### src/rtl/pwm_seq_core.sv
`default_nettype none
// ============================================================================
// pwm_seq_core : multi-channel phase-offset PWM with per-channel A/B blinking
// Revision     : 1.0
// ============================================================================
module pwm_seq_core #(
    parameter int NOutputs   = 6,
    parameter int PhaseCntDw = 16,
    parameter int BeatCntDw  = 27,
    parameter int BlinkCntDw = 16
) (
    input  logic                             clk_core_i,
    input  logic                             rst_core_ni,
    input  logic                             cntr_en_i,
    input  logic                             cfg_we_i,
    input  logic [BeatCntDw-1:0]             clk_div_i,
    input  logic [3:0]                       dc_resn_i,
    input  logic [NOutputs-1:0]              pwm_en_i,
    input  logic [NOutputs-1:0]              invert_i,
    input  logic [NOutputs-1:0]              blink_en_i,
    input  logic [NOutputs*PhaseCntDw-1:0]   phase_delay_i,
    input  logic [NOutputs*PhaseCntDw-1:0]   duty_a_i,
    input  logic [NOutputs*PhaseCntDw-1:0]   duty_b_i,
    input  logic [NOutputs*BlinkCntDw-1:0]   blink_x_i,
    input  logic [NOutputs*BlinkCntDw-1:0]   blink_y_i,
    output logic [NOutputs-1:0]              pwm_o,
    output logic                             cycle_end_o
);

    localparam logic [3:0] ResMax = 4'(PhaseCntDw - 1);

    typedef enum logic [0:0] {
        ST_A = 1'b0,
        ST_B = 1'b1
    } blink_state_t;

    logic [BeatCntDw-1:0]  beat;
    logic [PhaseCntDw-1:0] phase;
    logic [3:0]            res;
    logic [3:0]            shift;
    logic [PhaseCntDw-1:0] incr;
    logic [PhaseCntDw-1:0] mask;
    logic [PhaseCntDw:0]   phase_sum;
    logic                  beat_end;
    logic                  cycle_end;
    logic                  shadow_load;
    logic [NOutputs-1:0]   pwm_next;

    // Coarser resolutions step the phase by larger increments and ignore the low bits.
    assign res         = (dc_resn_i > ResMax) ? ResMax : dc_resn_i;
    assign shift       = ResMax - res;
    assign incr        = {{(PhaseCntDw-1){1'b0}}, 1'b1} << shift;
    assign mask        = {PhaseCntDw{1'b1}} << shift;
    assign beat_end    = (beat == clk_div_i);
    assign phase_sum   = {1'b0, phase} + {1'b0, incr};
    assign cycle_end   = beat_end & cntr_en_i & ~cfg_we_i & phase_sum[PhaseCntDw];
    assign cycle_end_o = cycle_end;
    assign shadow_load = cycle_end | cfg_we_i | ~cntr_en_i;

    always_ff @(posedge clk_core_i or negedge rst_core_ni) begin
        if (!rst_core_ni) begin
            beat  <= '0;
            phase <= '0;
        end else if (cfg_we_i) begin
            beat  <= '0;
            phase <= '0;
        end else if (cntr_en_i) begin
            beat <= beat_end ? '0 : beat + BeatCntDw'(1);
            if (beat_end) begin
                phase <= phase_sum[PhaseCntDw-1:0];
            end
        end
    end

    for (genvar i = 0; i < NOutputs; i++) begin : g_ch
        logic [PhaseCntDw-1:0] duty_a_sh;
        logic [PhaseCntDw-1:0] duty_b_sh;
        logic [PhaseCntDw-1:0] delay_sh;
        logic [PhaseCntDw-1:0] duty;
        logic [PhaseCntDw-1:0] rel;
        logic [BlinkCntDw-1:0] cnt;
        blink_state_t          state;
        logic                  raw;

        // Shadows only move at cycle boundaries while running, so edits never tear a cycle.
        always_ff @(posedge clk_core_i or negedge rst_core_ni) begin
            if (!rst_core_ni) begin
                duty_a_sh <= '0;
                duty_b_sh <= '0;
                delay_sh  <= '0;
            end else if (shadow_load) begin
                duty_a_sh <= duty_a_i[i*PhaseCntDw +: PhaseCntDw];
                duty_b_sh <= duty_b_i[i*PhaseCntDw +: PhaseCntDw];
                delay_sh  <= phase_delay_i[i*PhaseCntDw +: PhaseCntDw];
            end
        end

        always_ff @(posedge clk_core_i or negedge rst_core_ni) begin
            if (!rst_core_ni) begin
                state <= ST_A;
                cnt   <= '0;
            end else if (cfg_we_i || !blink_en_i[i]) begin
                state <= ST_A;
                cnt   <= '0;
            end else if (cycle_end) begin
                if (state == ST_A && cnt == blink_x_i[i*BlinkCntDw +: BlinkCntDw]) begin
                    state <= ST_B;
                    cnt   <= '0;
                end else if (state == ST_B && cnt == blink_y_i[i*BlinkCntDw +: BlinkCntDw]) begin
                    state <= ST_A;
                    cnt   <= '0;
                end else begin
                    cnt <= cnt + BlinkCntDw'(1);
                end
            end
        end

        assign duty        = (blink_en_i[i] && state == ST_B) ? duty_b_sh : duty_a_sh;
        assign rel         = phase - delay_sh;
        assign raw         = ((duty & mask) == mask) ? 1'b1 : ((rel & mask) < (duty & mask));
        assign pwm_next[i] = pwm_en_i[i] ? (raw ^ invert_i[i]) : invert_i[i];
    end

    always_ff @(posedge clk_core_i or negedge rst_core_ni) begin
        if (!rst_core_ni) begin
            pwm_o <= '0;
        end else begin
            pwm_o <= pwm_next;
        end
    end

endmodule
`default_nettype wire

### config.mk
export PLATFORM = sky130hd
export DESIGN_NAME = pwm_seq_core
export DESIGN_NICKNAME = d
export VERILOG_FILES = /design/src/rtl/pwm_seq_core.sv
export SDC_FILE = /design/constraint.sdc
export NUM_CORES = 1
export LEC_CHECK = 0
export BUFFER_PORTS_ARGS = -buffer_cell sky130_fd_sc_hd__buf_2
export CORE_MARGIN = 1
export CORE_UTILIZATION = 62
export DETAILED_ROUTE_END_ITERATION = 6
export GPL_TIMING_DRIVEN = 1
export PLACE_DENSITY = 0.84
export SYNTH_ARGS = -nofsm -noshare
export SYNTH_HDL_FRONTEND = slang
export SYNTH_SLANG_ARGS = --single-unit
### constraint.sdc
create_clock -name clk_core_i -period 12.6 [get_ports clk_core_i]
set_clock_uncertainty 0.05 [all_clocks]
set_input_delay 2.52 -clock clk_core_i [delete_from_list [all_inputs] [get_ports clk_core_i]]
set_output_delay 2.52 -clock clk_core_i [all_outputs]
set_load 0.05 [all_outputs]
After elaboration in Yosys (flattened, before gate mapping)
Index checks and enable logic that the tools add are counted.
{"block": "word_totals", "n_memories": 0, "latchBits": 0, "reg_bits": 439, "elab_cells": 231, "rom_bits": 0, "ram_bits": 0, "out_inout_bits": 7, "input_bits": 533}
{"block": "classes", "n_shift": 2, "mul": 0, "n_eq_ne": 19, "div": 0, "n_reduce_logical": 51, "order_cmp": 7, "addsub": 15, "n_bitwise": 31, "mux": 73}
{"op": "2-to-1 mux 16 bit", "n": 33}
{"op": "== test 16 bit", "n": 18}
{"op": "AND 16 bit", "n": 12}
{"op": "adder 16 x 1 -> 16 bit (second input constant)", "n": 6}
{"op": "less-than comparator 16 bit", "n": 6}
{"op": "subtractor 16 bit", "n": 6}
{"op": "2-to-1 mux 27 bit", "n": 3}
{"op": "2-to-1 mux 1 bit", "n": 36}
{"op": "adder 27 x 1 -> 27 bit (second input constant)", "n": 1}
{"op": "== test 27 bit", "n": 1}
{"op": "logical AND 1 bit", "n": 18}
{"op": "nonzero test 3 bit", "n": 6}
{"op": "adder 16 x 16 -> 17 bit", "n": 1}
{"op": "nonzero test 2 bit", "n": 8}
{"op": "<< shifter 1 x 4 -> 16 bit (first input constant)", "n": 1}
{"op": "<< shifter 16 x 4 -> 16 bit (first input constant)", "n": 1}
{"op": "AND reduction 2 bit", "n": 7}
{"op": "inverter 1 bit", "n": 8}
{"op": "logical NOT 1 bit", "n": 6}
{"op": "logical OR 1 bit", "n": 6}
{"op": "XOR 1 bit", "n": 6}
{"op": "> comparator 4 bit (second input constant)", "n": 1}
{"op": "2-to-1 mux 4 bit", "n": 1}
{"op": "subtractor 4 bit (first input constant)", "n": 1}
{"op": "other kinds (2)", "n": 5}

Longest topological paths before layout
{"block": "depth", "word_depth": 9, "mapped_depth": 19, "ltp_nobuf": 19}

Worst setup path after synthesis
No wires, ideal clock.
{"block": "synth_timing", "path_kind": "input port to output port", "from": "input port dc_resn_i[2]", "to": "output port cycle_end_o", "t_required_ns": 10.030, "n_path_buf": 4, "arrival_time_ns": 5.162, "slack_ns": 4.868, "stages": 13, "path_cell_list": "buf_2 -> buf_2 -> nand2_1 -> clkbuf_1 -> nor2_1 -> fa_1 -> a211oi_1 -> o21ai_0 -> a211oi_1 -> nor2_1 -> o211ai_4 -> inv_2 -> buf_2"}
{"block": "synth_via", "elab_chain_len": 6}
{"item": "from (decl)", "line_no": "17", "source": "input logic [3:0] dc_resn_i,"}
{"item": "> comparator 4 bit", "line_no": "50", "source": "assign res = (dc_resn_i > ResMax) ? ResMax : dc_resn_i;"}
{"item": "2-to-1 mux 4 bit (*)", "line_no": "50"}
{"item": "subtractor 4 bit (*)", "line_no": "51", "source": "assign shift = ResMax - res;"}
{"item": "<< shifter 1 x 4 -> 16 bit (*)", "line_no": "52", "source": "assign incr = {{(PhaseCntDw-1){1'b0}}, 1'b1} << shift;"}
{"item": "adder 16 x 16 -> 17 bit (*)", "line_no": "55", "source": "assign phase_sum = {1'b0, phase} + {1'b0, incr};"}
{"item": "AND 1 bit (*)", "line_no": "56", "source": "assign cycle_end = beat_end & cntr_en_i & ~cfg_we_i & phase_sum[PhaseCntDw];"}
{"item": "to (decl)", "line_no": "27", "source": "output logic cycle_end_o"}
Every way passes the cells marked *; elsewhere a longest branch is shown, timed or not.

Worst setup path in the final report
Ends and elaborated chain as after synthesis.

==> qor.csv <==
stage,metric,value,unit
synthesis,synthTopCellsByArea,"dfrtp_1, ha_1, mux2_1",
timing,worstMarginPinSlew,1.237,ns
synthesis,synth_nets,3943,
global_routing,grt_pass1_vias,26250,
timing,finalSetupViolCount,0,
synthesis,ys_types,87,
place,io_buffers,539,
routing,drt_iter0_drc,2572,
clock_tree,post_cts_resize_count,0,
worst_setup_path,cp_top_family,buffers and inverters,
pwr,leakagePower,17.40,nW
synthesis,synth_edf_count,0,
worst_setup_path,r2r_start,phase[0]$_DFFE_PN0P_,
worst_hold_path,min_path_cells,1,
worst_setup_path,timing.rr.end,pwm_o[4]$_DFF_PN0_,
flow_run,drv_cap,0,
floorplan,core-area,0.04915,sq mm
global_routing,gr-total-overflow,0,
layout,fin_cells,4416,
pwr,p_per_area,103.6,mW/mm^2
clock_tree,cts_hold_buf,0,
place,dp_slack,3.884,ns
synthesis,ys_seq_area_frac,0.3540,
floorplan,initial_core_util,0.6314,
floorplan,dieHeight,225.7,microns
worst_setup_path,path_cells,buf_2 > nand2_1 > nor2_1 > fa_1 > a211oi_1 > o21ai_0 > a211oi_1 > nor2_1 > o211ai_4 > inv_2 > buf_4 > buf_2,
clock_tree,clock-sinks,439,
floorplan,die_width,225.7,microns
synthesis,postSynthAreaPerCell,9.698,sq um
worst_setup_path,cp.depth,12,
clock_tree,cts_tree,built,
global_routing,antenna_found_initial,36,
place,dp_cells,4301,
worst_setup_path,cpPeakStageDelay,0.51,ns
synthesis,yosysWarnings,0,
routing,drc,3,
floorplan,rows,81,
timing,drv_slew,0,
routing,routedWlPerCell,22.07,microns
timing,worst_slack,3.710,ns
routing,route.vias.total,27410,
run_status,status,finished with violations,
layout,syn2layout_area_growth,14.93,%
synthesis,async_reset_ff_frac,1.000,
worst_setup_path,crit_slowest_cell,nand2_1,
layout,fillers,3654,
clock_tree,h-tree-depth,2,
routing,viasPerCell,6.206,
pwr,peakVddDrop,105.9,uV
routing,wirelength,97450,microns
synthesis,synth_flop_cell,dfrtp_1,
run_status,failed_checks,design-rule violations,
layout,fin_nets,4427,
layout,post_route_cells_drive_above_1_share,0.2193,
synthesis,syn-instance-count,3200,
worst_setup_path,critPathKind,input pin to primary output,
timing,max_freq,112.5,MHz
layout,fin_util,0.7256,
worst_hold_path,whs_endpoint,g_ch[3].duty_a_sh[0]$_DFFE_PN0P_,
clock_tree,cts_buffers,45,
place,postPlaceCellArea,0.03405,sq mm
clock_tree,cts_root_buffer,clkbuf_16,
global_routing,grt_start_max_net_pins,172,
place,gp_congestion,1.030,
timing,min_period,8.890,ns
timing,rsz0062_at_grt,false,
worst_setup_path,worstPathMaxFanout,52,
worst_setup_path,regToRegSetupSlack,7.78,ns
worst_setup_path,end_kind,primary output,
routing,first_pass_iters,7,
worst_hold_path,hp-class,flip-flop to flip-flop,
clock_tree,clockBufferDepth,3,
synthesis,netlist.area_leader.share,0.3540,
timing,hold_viol_final,0,
synthesis,synth-seq-cells,439,
synthesis,synth_common_cells,"dfrtp_1, xor2_1, ha_1, mux2_1, o21ai_0",
routing,ant_nets,0,
clock_tree,clk_latency,0.62,ns
global_routing,grt_usage,0.3775,
timing,finalSetupTns,0,ns
worst_setup_path,critPathLaunchType,input pin,
worst_hold_path,hold_start,g_ch[3].duty_a_sh[0]$_DFFE_PN0P_,
global_routing,grt_pass1_wl,147000,microns
layout,fin_area,0.03567,sq mm
floorplan,die_area,0.05095,sq mm
clock_tree,post-cts-setup-buffers,0,
floorplan,ios,540,
worst_setup_path,worst-path-buf-inv,4,
worst_setup_path,crit_required,10.03,ns
clock_tree,clkTransAtPathRegs,0.06,ns
timing,period_share,0.7055,
worst_setup_path,cp_data_arrival_time,6.32,ns
synthesis,yosysMostFrequentCell,dfrtp_1,
synthesis,synth_area_leader_cell,dfrtp_1,
place,hpwl,74800,microns
timing,maxSlewHeadroom,0.1752,
synthesis,synth.cell_area,0.03103,sq mm
worst_setup_path,ff2ff_path_depth,16,
[per-layer routing]
| layer | track usage | part of all wire | vias up |
|---|---|---|---|
| met5 | 0 | 0.00058 | - |
| met4 | 0.2282 | 0.061 | 8 |
| met3 | 0.07221 | 0.093 | 368 |
| met2 | 0.6019 | 0.46 | 1491 |
| met1 | 0.4758 | 0.38 | 12950 |
| li1 | - | - | 12590 |
[how the worst max path moves through the flow]
stage | start | to | slack, ns
4_1_cts | dc_resn_i[2] | cycle_end_o | 3.88
3_3_place_gp | dc_resn_i[2] | cycle_end_o | 3.95
2_1_floorplan | dc_resn_i[2] | cycle_end_o | 4.87
3_5_place_dp | dc_resn_i[2] | cycle_end_o | 3.88
6_report | dc_resn_i[2] | cycle_end_o | 3.71
5_1_grt | dc_resn_i[2] | cycle_end_o | 3.42
[power by group]
group	switching [W]	internal (W)
registers	0.0000590	0.00150
logic	0.000430	0.000324
clock network	0.000605	0.000783
[sequential cells by signal, indices dropped and copies added, names as in the netlist]
register and count:
phase 16, g_ch.delay_sh 96, g_ch.duty_a_sh 96, g_ch.cnt 96, g_ch.state 6, beat 27, pwm_o 6, g_ch.duty_b_sh 96
[cell families (layout without fill, tap and decap cells)]
| kind of cell | Yosys count | after routing | synth area share |
|---|---|---|---|
| other cells | 0 | 36 | 0 |
| flops | 439 | 439 | 0.3540 |
| compound gates | 652 | 652 | 0.1369 |
| xor+xnor | 313 | 313 | 0.08834 |
| fa+ha+maj | 210 | 210 | 0.08636 |
| simple gates | 918 | 918 | 0.1539 |
| buf+inv | 282 | 798 | 0.04362 |
| mux | 386 | 386 | 0.1368 |
[cells in the final DEF (no fill, tap or decap), drive strengths merged, types with 25 or more instances in the layout]
cell type,synthesis,routed
diode,0,36
ha,203,203
nor2,189,189
o31ai,27,27
inv,152,153
and2,30,30
nor3,119,119
mux2i,80,80
o21ai,198,198
nand2b,47,47
or2,44,44
mux2,306,306
nand4,36,36
xor2,224,224
a21oi,129,129
nand2,140,140
a211oi,39,39
xnor2,89,89
nor2b,27,27
or3,30,30
and3,63,63
buf,60,567
clkbuf,70,59
dfrtp,439,439
a21o,45,45
nand3,109,109
o211ai,25,25
nor4,46,46
[area by class of cell]
type	count	area [sq um]	area share
Timing Repair Buffer	567	2943	0.08251
Antenna cell	36	90.09	0.002526
Tap cell	664	830.8	0.02329
Clock inverter	20	252.7	0.007086
Inverter	152	570.5	0.01600
Multi-Input combinational cell	2479	18720	0.5247
Sequential cell	439	10990	0.3080
Clock buffer	59	1279	0.03585
[through the flow]
| step | hold WS (ns) | power, W |
|---|---|---|
| 2_1_floorplan | 0.4004 | 0.002031 |
| 3_3_place_gp | 0.4113 | 0.002290 |
| 3_5_place_dp | 0.4205 | 0.002311 |
| 4_1_cts | 0.4344 | 0.003698 |
| 5_1_grt | 0.4505 | 0.003842 |
| 6_report | 0.4298 | 0.003697 |
Note: power is estimated with default switching activity, not from simulation.
